[src/rtl/imem_loader.sv]
// UART (8N1) program loader: receives a length-prefixed big-endian word stream, writes it into imem
// and holds the core in reset until done. Define IMEM_LOADER_CHECKSUM_EN to require a trailing sum word.
module imem_loader #(
  parameter int CLKS_PER_BIT = 868,
  parameter int ADDR_WIDTH   = 12
) (
  input  logic                  clk,
  input  logic                  rst,
  input  logic                  rxd,
  output logic [ADDR_WIDTH-1:0] waddr,
  output logic [31:0]           wdata,
  output logic                  we,
  output logic                  cpu_rst,
  output logic                  done,
  output logic                  err
);

  localparam int HALF = CLKS_PER_BIT / 2;
  localparam int CW   = $clog2(CLKS_PER_BIT);

  localparam logic [1:0] RX_IDLE  = 2'd0;
  localparam logic [1:0] RX_START = 2'd1;
  localparam logic [1:0] RX_DATA  = 2'd2;
  localparam logic [1:0] RX_STOP  = 2'd3;

  localparam logic [2:0] L_LEN     = 3'd0;
  localparam logic [2:0] L_PAYLOAD = 3'd1;
  localparam logic [2:0] L_DONE    = 3'd3;
  localparam logic [2:0] L_ERROR   = 3'd4;
`ifdef IMEM_LOADER_CHECKSUM_EN
  localparam logic [2:0] L_SUM     = 3'd2;
  localparam logic [2:0] L_AFTER   = L_SUM;
`else
  localparam logic [2:0] L_AFTER   = L_DONE;
`endif

  logic            rx_meta, rx_sync, rx_prev;
  logic [1:0]      rx_state;
  logic [CW-1:0]   cnt;
  logic [2:0]      bit_idx;
  logic [7:0]      rx_byte;
  logic            bit_tick, byte_valid, frame_err;

  logic [2:0]            ld_state;
  logic [1:0]            byte_cnt;
  logic [23:0]           word_sh;
  logic [31:0]           full_word;
  logic [ADDR_WIDTH:0]   len;
  logic [ADDR_WIDTH:0]   widx;
  logic                  too_big;
`ifdef IMEM_LOADER_CHECKSUM_EN
  logic [31:0]           sum;
`endif

  always_ff @(posedge clk or posedge rst) begin
    if (rst) begin
      rx_meta <= 1'b1;
      rx_sync <= 1'b1;
      rx_prev <= 1'b1;
    end else begin
      rx_meta <= rxd;
      rx_sync <= rx_meta;
      rx_prev <= rx_sync;
    end
  end

  assign bit_tick   = (cnt == CW'(CLKS_PER_BIT - 1));
  assign byte_valid = (rx_state == RX_STOP) && bit_tick && rx_sync;
  assign frame_err  = (rx_state == RX_STOP) && bit_tick && !rx_sync;

  // Byte receiver: a start edge is re-checked at mid-bit so single-cycle glitches are rejected.
  always_ff @(posedge clk or posedge rst) begin
    if (rst) begin
      rx_state <= RX_IDLE;
      cnt      <= '0;
      bit_idx  <= '0;
      rx_byte  <= '0;
    end else begin
      case (rx_state)
        RX_IDLE: begin
          cnt     <= '0;
          bit_idx <= '0;
          if (rx_prev && !rx_sync) rx_state <= RX_START;
        end
        RX_START: begin
          if (cnt == CW'(HALF - 1)) begin
            cnt      <= '0;
            rx_state <= rx_sync ? RX_IDLE : RX_DATA;
          end else begin
            cnt <= cnt + 1'b1;
          end
        end
        RX_DATA: begin
          if (bit_tick) begin
            cnt     <= '0;
            rx_byte <= {rx_sync, rx_byte[7:1]};
            bit_idx <= bit_idx + 1'b1;
            if (bit_idx == 3'd7) rx_state <= RX_STOP;
          end else begin
            cnt <= cnt + 1'b1;
          end
        end
        default: begin
          if (bit_tick) begin
            cnt      <= '0;
            rx_state <= RX_IDLE;
          end else begin
            cnt <= cnt + 1'b1;
          end
        end
      endcase
    end
  end

  assign full_word = {word_sh, rx_byte};
  assign too_big   = ({1'b0, full_word} > (33'd1 << ADDR_WIDTH));

  // Loader: done/cpu_rst follow the state one cycle late so release trails the final write.
  always_ff @(posedge clk or posedge rst) begin
    if (rst) begin
      ld_state <= L_LEN;
      byte_cnt <= '0;
      word_sh  <= '0;
      len      <= '0;
      widx     <= '0;
      waddr    <= '0;
      wdata    <= '0;
      we       <= 1'b0;
      cpu_rst  <= 1'b1;
      done     <= 1'b0;
      err      <= 1'b0;
`ifdef IMEM_LOADER_CHECKSUM_EN
      sum      <= '0;
`endif
    end else begin
      we      <= 1'b0;
      done    <= (ld_state == L_DONE);
      cpu_rst <= (ld_state != L_DONE);
      if (ld_state != L_DONE && ld_state != L_ERROR) begin
        if (frame_err) begin
          ld_state <= L_ERROR;
          err      <= 1'b1;
        end else if (byte_valid) begin
          byte_cnt <= byte_cnt + 1'b1;
          word_sh  <= {word_sh[15:0], rx_byte};
          if (byte_cnt == 2'd3) begin
            case (ld_state)
              L_LEN: begin
                if (too_big) begin
                  ld_state <= L_ERROR;
                  err      <= 1'b1;
                end else if (full_word == 32'd0) begin
                  ld_state <= L_AFTER;
                end else begin
                  len      <= full_word[ADDR_WIDTH:0];
                  ld_state <= L_PAYLOAD;
                end
              end
              L_PAYLOAD: begin
                we    <= 1'b1;
                waddr <= widx[ADDR_WIDTH-1:0];
                wdata <= full_word;
                widx  <= widx + 1'b1;
`ifdef IMEM_LOADER_CHECKSUM_EN
                sum   <= sum + full_word;
`endif
                if (widx + 1'b1 == len) ld_state <= L_AFTER;
              end
`ifdef IMEM_LOADER_CHECKSUM_EN
              L_SUM: begin
                if (full_word == sum) begin
                  ld_state <= L_DONE;
                end else begin
                  ld_state <= L_ERROR;
                  err      <= 1'b1;
                end
              end
`endif
              default: ;
            endcase
          end
        end
      end
    end
  end

endmodule

[config.mk]
export PLATFORM = sky130hd
export DESIGN_NAME = imem_loader
export DESIGN_NICKNAME = d
export VERILOG_FILES = /design/src/rtl/imem_loader.sv
export SDC_FILE = /design/constraint.sdc
export NUM_CORES = 1
export LEC_CHECK = 0
export CAP_MARGIN = 20
export CORE_UTILIZATION = 35
export CTS_BUF_LIST = sky130_fd_sc_hd__clkbuf_8 sky130_fd_sc_hd__clkbuf_16
export DETAILED_ROUTE_END_ITERATION = 8
export GPL_TIMING_DRIVEN = 0
export PLACE_DENSITY = 0.56
export SLEW_MARGIN = 25
export SYNTH_ARGS = -nofsm -noshare
export SYNTH_HDL_FRONTEND = slang
export SYNTH_SLANG_ARGS = --single-unit
[constraint.sdc]
create_clock -name clk -period 4.9 [get_ports clk]
set_clock_uncertainty 0.1 [all_clocks]
set_input_delay 0.98 -clock clk [delete_from_list [all_inputs] [get_ports clk]]
set_output_delay 0.98 -clock clk [all_outputs]
set_load 0.02 [all_outputs]
# == Word level (Yosys, flattened, before mapping) ==
# Index checks and enable logic that the tools add are counted.
# classes
add_sub_neg,4
bitwise,3
n_mux,29
reduce_logical,24
n_eq_ne,17
magnitude_cmp,1
# ops
cell,n
32-bit by 13-bit > comparator with 1-bit output (second input constant),1
32-bit logical NOT,1
10-bit 2-to-1 mux,2
10-bit case mux with 2 select lines,1
5-bit AND reduction,4
3-bit 2-to-1 mux,6
2-bit 2-to-1 mux,7
13-bit by 1-bit adder with 13-bit output (second input constant),1
13-bit == test,1
3-bit case mux with 2 select lines,2
10-bit by 1-bit adder with 10-bit output (second input constant),1
10-bit == test (second input constant),1
10-bit by 9-bit == test with 1-bit output (second input constant),1
1-bit 2-to-1 mux,10
2-bit nonzero test,5
2-bit != test (second input constant),4
7-bit AND reduction,1
2-bit == test (second input constant),3
3-bit != test (second input constant),2
2-bit case mux with 3 select lines,1
3-bit nonzero test,2
1-bit logical AND,5
2-bit AND reduction,2
3-bit by 1-bit adder with 3-bit output (second input constant),1
other kinds (11),13
# totals
ff_bits,129
out_inout_bits,48
word_cells,96
input_bits,3

# == Depth between registers and ports, before layout ==
# Gate-level depths: netlist of the first run.
# logic_depth
depth_word,7
mapped_depth,9
mapped_depth_nobuf,8

# == Least setup slack after synthesis of the first run ==
# No wires, ideal clock.
# synth_path
path_kind,register to register
start,register widx[4]
end,register ld_state[1]
arrival_time_ps,2346
setup_ps,127
period_less_slack_ps,2573
path_slack_ps,2327
path_stages_with_launch,8
n_path_buf,1
t_required_ps,4673
cell_sequence,dfrtp_1 > buf_2 > nand4_4 > or3_4 > a2111oi_4 > o2111ai_2 > o41ai_4 > mux2_1
# synth_between
elab_chain_len,4
# synth_lines
element,line_no,source
start: declaration,49,logic [ADDR_WIDTH:0] widx;
start signal: assignment,163,widx <= widx + 1'b1;
13-bit by 1-bit adder with 13-bit output,167,if (widx + 1'b1 == len) ld_state <= L_AFTER;
13-bit == test,167,
3-bit != test (no source line),n/a,
5-bit AND reduction (no source line),n/a,
end signal: assignment,153,ld_state <= L_AFTER;
end signal: assignment,156,ld_state <= L_PAYLOAD;
end signal: assignment,167,
end: declaration,44,logic [2:0] ld_state;
# No other way between the ends.
# A chain may end at the register's enable or synchronous reset.

# == Worst setup path after layout of the first run ==
# layout_path
start,register word_sh[8]
end,register len[0]
# layout_between
elab_chain_len,3
elab_cells_between_ends,5
cone_classes,order compare: 1; bitwise: 2; reduce/logical: 2
# layout_lines
element,line_no,source
start: declaration,46,logic [23:0] word_sh;
start signal: assignment,145,"word_sh <= {word_sh[15:0], rx_byte};"
32-bit by 13-bit > comparator with 1-bit output / 32-bit logical NOT (equally long branches),"116, 152",
1-bit inverter (no source line),n/a,
7-bit AND reduction (no source line) (*),n/a,
end signal: assignment,155,len <= full_word[ADDR_WIDTH:0];
end: declaration,48,logic [ADDR_WIDTH:0] len;
# Every way passes the cells marked *; elsewhere a longest branch is shown, timed or not.

==> key figures, run 1 <==
Clock tree
  • CTS tree: built
  • Cts bufs inserted: 17
  • H-Tree Depth: 4
  • CTS clk-pin slew, worst paths: 0.05 ns
  • Hold_buf cts: 0
  • Max Root-Sink Buffers: 2
  • Number of clock sinks: 129
  • Root Buffer: clkbuf_16
  • Number of gates resized after cts: 0
  • Post-CTS setup repair buffer count: 0
  • Clk Latency, worst-skew pair: 0.41 ns

Place
  • Input/output buffers: 50
  • RePlAce Congestion: 0.8137
  • Pre-CTS setup slack: 1.878 ns
  • Placed wire-length estimate: 8327 um

STA
  • Max-slew violation count: 0
  • Final setup violation count: 0
  • Maximum clock rate: 330.9 MHz
  • Final period util: 61.67%
  • WHS: 0.2555 ns
  • Tmin final: 3.022 ns
  • Worst Slack Setup Final: 1.878 ns
  • Worst-Margin Slew: 0.7153 ns
  • Max-slew headroom: 51.87%
  • Final Hold Fails: 0
  • RSZ-0062 raised after global routing: no

Setup path
  • Crit path to: len[0]
  • Critical Path Most Common Cell: nor4_1
  • Crit path largest cell delay: 0.57 ns
  • WP data required: 5.09 ns
  • Slowest CP cell: nor4_1
  • Arr. time, crit path: 3.22 ns
  • CP Capture Type: flop
  • Crit start category: flop
  • Crit-path leading delay family: simple AND/OR/NAND/NOR gates
  • Worst Path Max Fanout: 10
  • Worst flop-to-flop path startpoint: word_sh[8]
  • Worst r2r dst: len[0]
  • Reg2Reg Depth: 8
  • R2R Setup Slk: 1.88 ns
  • Worst Setup SP: word_sh[8]
  • WS Path Type: flop to flop
  • Levels on crit path: 8
  • CP Cell Sequence: nor4_1 -> nand4_1 -> nor4_1 -> nand3_1 -> or3b_1 -> clkbuf_1 -> buf_1 -> mux2_2
  • Buffers & Inverters on Critical Path: 2

GRT
  • Most Crowded Layer GR: met2
  • Total GRT Usage: 16.08%
  • Largest net degree at the start of global routing: 94
  • Routing usage on met3: 3.617%
  • First-pass GRT wire length: 20340 um
  • Initial antenna violation count: 0
  • Grt total ovfl: 0
  • Routing usage on met2: 25.85%
  • Met1 Track Usage GR: 21.10%
  • Vias in the first global route: 3989

Route
  • 1st-iter DRT viols: 174
  • DR WL/cell: 14.93 um
  • Vias: 3923
  • TritonRoute pass-1 iters: 4
  • Final wirelength: 12100 um
  • Number of vias per cell: 4.843
  • DRC violation count after routing: 0
  • DRT antenna net count: 0

Worst hold path
  • Hold path depth: 0
  • Hold Path Class: flop to flop

Power and ir drop
  • Leakage: 3.460 nW
  • Total power: 2.481 mW
  • Worst VDD drop: 0.2322 mV
  • Power density over the cells: 353.0 nW/um2

Synthesis
  • Primary FF master, synth: dfrtp_1
  • Post-synth EDFFs: 0
  • Ys async rst share: 100.0%
  • Post-synth cell types: 51
  • Warnings, synthesis: 0
  • Seq/Total Area, Yosys: 57.43%
  • Top cells by count, synth: 152 x nand2_1, 125 x dfrtp_1, 49 x mux2_2
  • Mapped cell area: 5629 um2
  • Leading area contributor after synthesis: dfrtp_1
  • Top-count cell post-synth: nand2_1
  • Syn Area/Cell: 10.91 um2
  • Synth top area cells: dfrtp_1 56%, nand2_1 10%, mux2_2 9.8%
  • Register bit total from synthesis: 129
  • Synth Instances: 516
  • Area share of the largest cell type after synthesis: 55.57%
  • Synthesized net count: 525

Layout
  • Fill cells: 1485
  • NumNets Final: 595
  • Register Area: 3233 um2
  • Share of cells above drive strength 1: 16.03%
  • N_diodes: 0
  • Syn-to-layout area delta: 24.83%
  • Area occupied by multi-input gates: 2278 um2

Floorplanning
  • Die Y: 128.8 um
  • Row cnt: 45
  • Die Span X: 128.8 um
  • Starting Density: 36.49%
  • Top-Level Pins: 51
  • Full die area: 16590 um2
  • CORE AREA: 15430 um2

Run
  • Max cap viols: 0

Status
  • Run status: finished clean
[state kept, by name, indices dropped and copies added (netlist names)]
name / cells
done: 1
we: 1
rx_meta: 1
bit_idx: 3
word_sh: 24
waddr: 12
wdata: 32
cnt: 10
rx_prev: 1
rx_state: 2
rx_byte: 8
byte_cnt: 2
widx: 13
len: 13
ld_state: 3
err: 1
cpu_rst: 1
rx_sync: 1
[placed cells by master, fill, tap and decap left out, drive strengths merged, types with 4 or more instances in the layout]
cell	instances
nor4	13
nor3	6
nor2	24
nand3	10
xnor2	18
o21ai	8
dfrtp	125
clkinv	5
clkbuf	36
inv	10
xor2	15
ha	6
nand4	10
clkdlybuf4s50	50
dfstp	4
nand2	152
buf	7
a21oi	6
mux2	51
[through the flow]
stage / TNS [ns] / instances / cell area, um2 / util, %
5_1_grt: 0 / 810 / 7027 / 45.55
6_report: 0 / 810 / 7027 / 45.55
2_1_floorplan: 0 / 516 / 5629 / -
3_3_place_gp: -176.52 / 777 / 6394 / 41.44
3_5_place_dp: 0 / 778 / 6429 / 41.67
4_1_cts: 0 / 810 / 7027 / 45.55
[layout make-up]
cell class	count	share of cell area, %
buffer	23	1.300
tap	211	3.757
timing repair buffer	51	7.514
inverter	7	0.4808
sequential	129	46.01
clock inverter	13	2.066
multi-input combinational	357	32.43
clock buffer	19	6.446
[power breakdown]
group	internal (mW)	leakage, nW	switching (mW)	total [mW]
clock network	0.817	0.302	0.454	1.27
registers	1.08	1.79	0.0139	1.10
logic	0.0369	1.37	0.0756	0.112
[kinds of logic (layout without fill, tap and decap cells)]
| group | Yosys count | count (layout) | share of synthesized area [%] |
|---|---|---|---|
| and+or+nand+nor | 234 | 234 | 18.78 |
| DFF | 129 | 129 | 57.43 |
| muxes | 52 | 52 | 10.38 |
| xor gates and xnor gates | 33 | 33 | 5.135 |
| AOI/OAI and AO/OA | 32 | 32 | 4.846 |
| buffers and inverters | 30 | 113 | 2.089 |
| adders and majority gates | 6 | 6 | 1.334 |
[per-layer routing]
layer  up-vias  part of all wire, %
met1      1955                   48
met3        11                  3.0
met4         0                  1.2
li1       1893                    -
met5         -                    0
met2        64                   48
[how the worst min path moves through the flow]
stage / startpoint / endpoint / slack [ns]
floorplan: rx_meta / rx_sync / 0.25
global placement: rx_meta / rx_sync / 0.25
detailed placement: rx_meta / rx_sync / 0.25
CTS: rx_meta / rx_sync / 0.25
global route: rx_meta / rx_sync / 0.26
finish: rx_meta / rx_sync / 0.26
(Power assumes the default switching activity.)
==> run 2: changes to the inputs <==
Settings changed: PLACE_DENSITY 0.56 to 0.58.
Clock period 4.9 ns to 2.4 ns, I/O delays scaled along.
==> run 2 against run 1 <==
The run now ends with negative setup slack left; power up 110%; sequential share of layout area down 2.7 points; fmax up 22%; final area up 6.6%; non-clock buffer count up 28; count of clock-buffer cells in the layout up 4; final cell count up 3.5%; die area unchanged; via count up 4.5%; sequential power up 100%; flip-flop and latch count unchanged; clock power up 120%; largest cell class unchanged.
==> key figures, run 2 (same netlist as run 1, synthesis figures left out) <==
Status
  • Run status: finished with violations
  • Violated checks: negative setup slack

Floorplanning
  • Top-Level Pins: 51 (unchanged)
  • Die Span X: 128.8 um (unchanged)
  • CORE AREA: 15430 um2 (unchanged)
  • Row cnt: 45 (unchanged)
  • Full die area: 16590 um2 (unchanged)
  • Die Y: 128.8 um (unchanged)
  • Starting Density: 36.49% (unchanged)

Route
  • Final wirelength: 12850 um (+6.2%)
  • 1st-iter DRT viols: 226 (+30%)
  • TritonRoute pass-1 iters: 5 (+1)
  • DRT antenna net count: 0 (unchanged)
  • DRC violation count after routing: 0 (unchanged)
  • Vias: 4101 (+4.5%)
  • DR WL/cell: 15.33 um (+2.7%)
  • Number of vias per cell: 4.894 (+1.0%)

GRT
  • Grt total ovfl: 0 (unchanged)
  • Initial antenna violation count: 0 (unchanged)
  • Total GRT Usage: 16.86% (+0.77 points)
  • Vias in the first global route: 4141 (+3.8%)
  • First-pass GRT wire length: 21160 um (+4.0%)
  • Largest net degree at the start of global routing: 34 (-64%)

Clock tree
  • Cts bufs inserted: 17 (unchanged)
  • Root Buffer: clkbuf_16
  • Clk Latency, worst-skew pair: 0.41 ns (about the same)
  • H-Tree Depth: 4 (unchanged)
  • CTS tree: built
  • Hold_buf cts: 0 (unchanged)
  • Number of clock sinks: 129 (unchanged)
  • CTS clk-pin slew, worst paths: 0.06 ns (about the same)
  • Max Root-Sink Buffers: 2 (unchanged)

Layout
  • Most common cell after layout, fill and taps aside: nand2_1
  • Fill cells: 1409 (-5.1%)
  • Share of cells above drive strength 1: 25.68% (+9.7 points)
  • Layout Utilization: 48.56% (+3.0 points)
  • Commonest non-fill, non-tap cells in the layout: 151 x nand2_1, 118 x dfrtp_1, 50 x clkdlybuf4s50_1
  • Largest reg by FF count: wdata
  • Area occupied by multi-input gates: 2384 um2 (+4.6%)
  • Largest registers: wdata: 32 flops, word_sh: 24 flops
  • Syn-to-layout area delta: 33.10%
  • NumNets Final: 623 (+4.7%)
  • Register Area: 3242 um2 (+0.27%)
  • N_diodes: 0 (unchanged)
  • Max FFs per register: 32 (unchanged)

Power and ir drop
  • Total power: 5.319 mW (+110%)
  • Sw Pwr: 1.120 mW (+110%)
  • Net switching fraction of the power: 21.05% (-0.87 points)
  • Comb pwr share: 4.6% (about the same)
  • Clock power frac: 53.2% (+1.9 points)
  • Power density over the cells: 709.9 nW/um2 (+100%)
  • Worst VDD drop: 0.6317 mV (+170%)
  • Leakage: 3.680 nW (+6.4%)
  • Int Pwr: 4.199 mW (+120%)
  • Seq pwr share: 42.2% (-2.0 points)

STA
  • Worst Slack Setup Final: -0.08164 ns (-1.960 ns)
  • Tmin final: 2.482 ns (-0.5400 ns)
  • Final period util: 103.4% (+42 points)
  • Final setup violation count: 3 (+3)
  • Max-slew headroom: 67.94% (+16 points)
  • Setup TNS: -0.1940 ns (-0.1940 ns)
  • RSZ-0062 raised after global routing: yes
  • Max-slew violation count: 0 (unchanged)
  • Maximum clock rate: 403.0 MHz (+22%)
  • Worst-Margin Slew: 0.4809 ns (-0.2344 ns)
  • Final Hold Fails: 0 (unchanged)

Run
  • Max cap viols: 0 (unchanged)

Place
  • Input/output buffers: 50 (unchanged)
  • RePlAce Congestion: 0.8051 (-1.1%)
  • Placed wire-length estimate: 8677 um (+4.2%)

Setup path
  • Worst r2r dst: ld_state[2]
  • Crit start category: flop
  • Worst Path Max Fanout: 5 (-5)
  • R2R Setup Slk: -0.08 ns (-1.96 ns)
  • Arr. time, crit path: 2.68 ns (-0.54 ns)
  • WP data required: 2.59 ns (-2.50 ns)
  • Worst flop-to-flop path startpoint: widx[4]
  • Reg2Reg Depth: 7 (-1)
  • WS Path Type: flop to flop
  • CP Capture Type: flop

Worst hold path
  • Worst hold endpoint: rx_sync
  • Hold path startpoint: rx_meta
  • Hold Path Class: flop to flop
  • Hold path depth: 0 (unchanged)
[run 2: cell count changes in the layout (fill, tap and decap cells not counted), moves of 4 or more]
cell	delta
buf_12	+4
nor4_1	-4
dfrtp_2	+7
clkbuf_8	+4
dfrtp_1	-7
clkbuf_2	+4
buf_4	+30
clkbuf_1	-11
[run 2: worst max path at each step]
stage	from	to	slack, ns	cells past startpoint
final	widx[4]	ld_state[2]	-0.08	7
after global routing	widx[4]	ld_state[2]	-0.17	7
after CTS	widx[3]	ld_state[2]	-0.24	7
after detailed placement	cnt[4]	wdata[8]	-0.54	9
after global placement	rst	wdata[2]	-0.91	2
after floorplan	widx[4]	ld_state[1]	0.006	7
[run 2: layout make-up]
cell class,count,share of cell area [%]
clock buffers,23,6.780
multi-input cells,357,31.81
plain buffers,20,1.653
flip-flops and latches,129,43.27
clock inverters,9,2.004
well taps,211,3.524
repair buffers,82,10.55
inverters,7,0.4008
[run 2: what timing repair did]
action	in CTS	in global routing
pin swaps	11	5
resized for setup	30	18
setup buffers	18	10
setup endpoints to repair	94	86
endpoints found under the hold margin	0	0
[run 2: routing by layer]
layer	GRT usage (%)	routed length, um	up-vias	part of all wire, %
met3	4.699	486	17	3.8
met4	6.851	242	0	1.9
li1	-	-	1953	-
met1	22.03	5938	2048	46
met5	0	0	-	0
met2	26.45	6180	83	48
[run 2: worst max-delay path, stage by stage (launching register included)]
cell	delay, ns
dfrtp_1	0.34
buf_6	0.11
nand4_4	0.12
or3_4	0.40
a2111oi_4	0.38
o2111ai_2	0.19
o41ai_4	0.37
mux2_1	0.36
[run 2: metrics by stage]
stage | std cells | hold slack [ns] | cell area, um2 | setup WS [ns]
after floorplan | 516 | 0.2452 | 5644 | 0.006196
after global placement | 777 | 0.2469 | 6409 | -0.9124
after detailed placement | 781 | 0.2485 | 6489 | -0.5397
after CTS | 829 | 0.2563 | 7378 | -0.2406
after global routing | 838 | 0.2631 | 7492 | -0.1706
final | 838 | 0.2547 | 7492 | -0.08164
[run 2: power by group through the flow]
stage	Combinational (mW)	Clock (mW)	Sequential, mW
4_1_cts	0.249	2.88	2.24
5_1_grt	0.285	3.01	2.25
3_3_place_gp	0.218	0	2.28
6_report	0.247	2.83	2.24
2_1_floorplan	0.177	0	2.27
3_5_place_dp	0.244	0	2.28
